--- src/rtl/fifo_word_unpacker.sv ---
// fifo_word_unpacker: pops show-ahead FIFO words and emits them LSB-first as RATIO beats; FIFO_UNPACK_STALL_COUNT_EN adds stall_count
`timescale 1ns/1ps
module fifo_word_unpacker #(
  parameter int OUT_WIDTH = 8,
  parameter int RATIO = 4,
  parameter int WIDTH = OUT_WIDTH*RATIO,
  parameter int CNT_WIDTH = 16
) (
  input  logic                 clock,
  input  logic                 rst,
  input  logic                 fifo_empty,
  input  logic [WIDTH-1:0]     fifo_q,
  output logic                 fifo_rdreq,
  output logic                 out_valid,
  input  logic                 out_ready,
  output logic [OUT_WIDTH-1:0] out_data,
  output logic                 out_last
`ifdef FIFO_UNPACK_STALL_COUNT_EN
  , output logic [CNT_WIDTH-1:0] stall_count
`endif
);
  localparam int BW = RATIO > 1 ? $clog2(RATIO) : 1;
  if (RATIO < 1 || WIDTH != OUT_WIDTH*RATIO || CNT_WIDTH < 1) begin : g_bad_params
    $error("fifo_word_unpacker: WIDTH must equal OUT_WIDTH*RATIO with RATIO >= 1");
  end
  logic [RATIO-1:0][OUT_WIDTH-1:0] r_word;
  logic [BW-1:0] r_beat;
  logic r_loaded;
  logic w_xfer;
  assign out_valid = r_loaded;
  assign out_data = r_word[r_beat];
  assign out_last = r_loaded && r_beat == BW'(RATIO-1);
  assign w_xfer = out_valid && out_ready;
  // last-beat transfer and next pop share a cycle, so words stream without bubbles
  assign fifo_rdreq = !rst && !fifo_empty && (!r_loaded || (out_ready && out_last));
  always_ff @(posedge clock) begin
    if (rst) begin
      r_loaded <= 1'b0;
      r_beat <= '0;
    end else if (fifo_rdreq) begin
      r_word <= fifo_q;
      r_beat <= '0;
      r_loaded <= 1'b1;
    end else if (w_xfer && out_last) begin
      r_loaded <= 1'b0;
      r_beat <= '0;
    end else if (w_xfer) begin
      r_beat <= r_beat + 1'b1;
    end
  end
`ifdef FIFO_UNPACK_STALL_COUNT_EN
  logic [CNT_WIDTH-1:0] r_stall;
  always_ff @(posedge clock) begin
    if (rst) r_stall <= '0;
    else if (out_valid && !out_ready && !(&r_stall)) r_stall <= r_stall + 1'b1;
  end
  assign stall_count = r_stall;
`endif
`ifndef NO_DYNAMIC_ASSERTS
  a_no_pop_empty: assert property (@(posedge clock) disable iff (rst) !(fifo_rdreq && fifo_empty));
  a_stall_stable: assert property (@(posedge clock) disable iff (rst)
    out_valid && !out_ready |=> out_valid && $stable(out_data) && $stable(out_last));
`endif
endmodule

--- config.mk ---
export PLATFORM = sky130hd
export DESIGN_NAME = fifo_word_unpacker
export DESIGN_NICKNAME = d
export VERILOG_FILES = /design/src/rtl/fifo_word_unpacker.sv
export SDC_FILE = /design/constraint.sdc
export NUM_CORES = 1
export LEC_CHECK = 0
export BUFFER_PORTS_ARGS = -buffer_cell sky130_fd_sc_hd__buf_2
export CAP_MARGIN = 5
export CORE_ASPECT_RATIO = 0.7
export CORE_MARGIN = 5
export CORE_UTILIZATION = 45
export CTS_CLUSTER_DIAMETER = 150
export DETAILED_ROUTE_END_ITERATION = 6
export PLACE_DENSITY = 0.83
export SYNTH_ARGS = -nofsm -noshare
export SYNTH_HDL_FRONTEND = slang
export SYNTH_SLANG_ARGS = --single-unit
--- constraint.sdc ---
create_clock -name clock -period 6.2 [get_ports clock]
set_input_delay 0.93 -clock clock [delete_from_list [all_inputs] [get_ports clock]]
set_output_delay 0.93 -clock clock [all_outputs]
set_load 0.01 [all_outputs]
==> results_dict.tcl <==
set metrics [dict create \
    finalWeightedCongestion 0.813 \
    ctsHoldBuffers 0 \
    max_freq_ghz 0.370 \
    cts_tree "built" \
    netSwitchingFraction_pct 18.9 \
    maxCapViolCount 0 \
    cts_setup_buffers 0 \
    die_w_microns 75.7 \
    cts.sinks 35 \
    grt_pass1_vias 775 \
    place_area_sq_mm 0.00163 \
    power_density_mw_per_mm2 290 \
    layout.cells.non_filler 148 \
    dpl.hpwl_mm 1.62 \
    worstHoldStart "out_valid" \
    fin_crit_sh_pct 43.6 \
    clkPwrFrac_pct 37.7 \
    worst_pin_slew_ns 0.589 \
    fp-row-count 16 \
    htree_levels 2 \
    portBuffers 46 \
    timing.rr.end "r_word[0]" \
    ys_seq_area_share_pct 75.1 \
    synthesis.nets 96 \
    clockBufferDepth 2 \
    crit_family "flip-flops" \
    ff_latch_area_sq_mm 0.00102 \
    initial_utilization_pct 47.8 \
    hold_end "r_beat[0]" \
    rsz0062_at_grt "no" \
    relSlewSlack_pct 60.7 \
    path_max_fanout 12 \
    ys_ff_latch 35 \
    antenna_found_initial 0 \
    finalCriticalPeriod_ns 2.70 \
    max_stage_delay_ns 0.69 \
    cts-root-buf "clkbuf_8" \
    drtIter0Drc 29 \
    vias 755 \
    grt_start_max_net_pins 33 \
    cp_num_cells 2 \
    clock_latency_ns 0.28 \
    finalPower_w 0.000504 \
    ios 47 \
    finClkSkew_ns 0.00484 \
    syn2layout_area_growth_pct 27.9 \
    end_kind "output port" \
    finalInstanceArea_sq_mm 0.00174 \
    fillers 216 \
    route.detailed.drc 0 \
    hold_depth 1 \
    critical_path_buf_inv_count 1 \
    ctsResizeCount 0 \
    slew_violations 0 \
    cts.clk_slew.worst_paths_ns 0.06 \
    pwr-share-seq_pct 54.6 \
    drive_above_1_share_pct 50.9 \
    chipHeight_microns 56.0 \
    grtUsageTotal_pct 11.2 \
    synth.distinct_cells 15 \
    cts_made_buffers 5 \
    yosysWarningCount 0 \
    power_leakage_nw 0.675 \
    setup.worst_path.start_class "register" \
    reg2reg_from "r_beat[0]" \
    netlist_area_sq_mm 0.00136 \
    worstPathArrival_ns 1.77 \
    nNetsFinal 148 \
    reg2reg_depth 4 \
    p_comb_share_pct 7.7 \
    setup_viol 0 \
    switchingPower_w 0.0000954 \
    hold_path.class "register to register" \
    finalSetupTns_ns 0 \
    core_area_sq_mm 0.00284 \
    p_int_w 0.000409 \
    worstPathRequired_ns 5.27 \
    crit_slowest_cell "dfxtp_1" \
    wirelength_mm 2.23 \
    syn_avg_cell_area_sq_um 23.0 \
    crit_chain "mux4_1, buf_2" \
    worstSetupPathType "register to output port" \
    grt-ovfl-total 0 \
    synthCells 59 \
    post_drt_wl_per_cell_microns 15.1 \
    antenna_cells 0 \
    dr.pass1.iters 4 \
    ff2ff_setup_slack_ns 4.17 \
    dp.cells 140 \
    vdd_drop_max_v 0.000273 \
    multiInputGateArea_sq_um 327 \
    post_drt_via_cell_ratio 5.10 \
    grt_pass1_wl_mm 3.46 \
    status "finished clean" \
    hold_viol 0 \
    drtAntennaViolNets 0 \
    die-area_sq_mm 0.00424 \
]
## routing by layer
metal	GRT usage [%]	part of all wire (%)	vias to the layer above	wire, microns
met3	7.04	11	5	248
li1	-	-	360	-
met2	17.3	51	33	1140
met1	12.8	36	357	810
met4	2.99	1.3	0	29
met5	0	0	-	0
## worst max-delay path by stage
stage / start / to / slack (ns)
floorplan: out_ready / r_word[0] / 2.30
CTS: r_beat[0] / out_data[0] / 3.46
global placement: out_ready / fifo_rdreq / 3.75
detailed placement: out_ready / fifo_rdreq / 3.73
global route: r_beat[0] / fifo_rdreq / 3.36
finish: r_beat[0] / out_data[0] / 3.50
## final cells by class
| type | count | share of cell area [%] |
|---|---|---|
| timing repair buffer | 47 | 13.7 |
| multi-input combinational | 22 | 18.8 |
| sequential | 35 | 58.7 |
| tap | 36 | 2.59 |
| clock inverter | 3 | 2.23 |
| clock buffer | 5 | 3.96 |
## kinds of logic (layout without fill, tap and decap cells)
family | Yosys count | after routing | share of synthesized area (%)
multiplexers | 8 | 8 | 15.5
AO/OA/AOI/OAI | 6 | 6 | 3.59
adder cells (fa/ha/maj) | 1 | 1 | 0.921
AND/OR/NAND/NOR | 7 | 7 | 3.68
buffers and inverters | 2 | 55 | 1.20
flip-flops | 35 | 35 | 75.1
## flip-flops by register name, summed over array words and instances, names as in the netlist
name,cells
out_valid,1
r_beat,2
r_word,32
## cell usage in the layout (no fill, tap or decap), types with 2 or more instances in the layout
master / n
a21oi_1: 3
buf_2: 46
clkbuf_8: 5
dfxtp_1: 3
edfxtp_1: 32
mux4_1: 8
nand2b_1: 2
## power by group through the flow
stage,clock (W),combinational (W),sequential [W]
final,0.000190,0.0000390,0.000275
after global routing,0.000207,0.0000430,0.000276
after CTS,0.000195,0.0000398,0.000275
after detailed placement,0,0.0000395,0.000280
after global placement,0,0.0000383,0.000279
after floorplan,0,0.0000223,0.000277
## worst reg2reg max path, cell delays in order, from the launching register on
cell,delay [ns]
dfxtp_1,0.69
ha_1,0.31
a21bo_2,0.16
nor3b_2,0.15
buf_4,0.37
## synth_stat cells (all sizes together)
library cell	instances	area, sq um
ha	1	12.5
nand3b	1	7.51
buf	2	16.3
nor3b	2	15.0
a21bo	1	10.0
a21oi	3	15.0
or3b	1	8.76
nand2b	2	12.5
a311oi	2	23.8
dfxtp	3	60.1
mux4	8	210
and2	1	6.26
edfxtp	32	961
## stage by stage
step | setup slack (ns) | hold WS [ns] | util (%)
after floorplan | 2.30 | 0.585 | -
after global routing | 3.36 | 0.655 | 61.1
after CTS | 3.46 | 0.606 | 61.1
after global placement | 3.75 | 0.576 | 57.4
after detailed placement | 3.73 | 0.590 | 57.4
final | 3.50 | 0.621 | 61.1
Power figures use the tool's default switching activity.
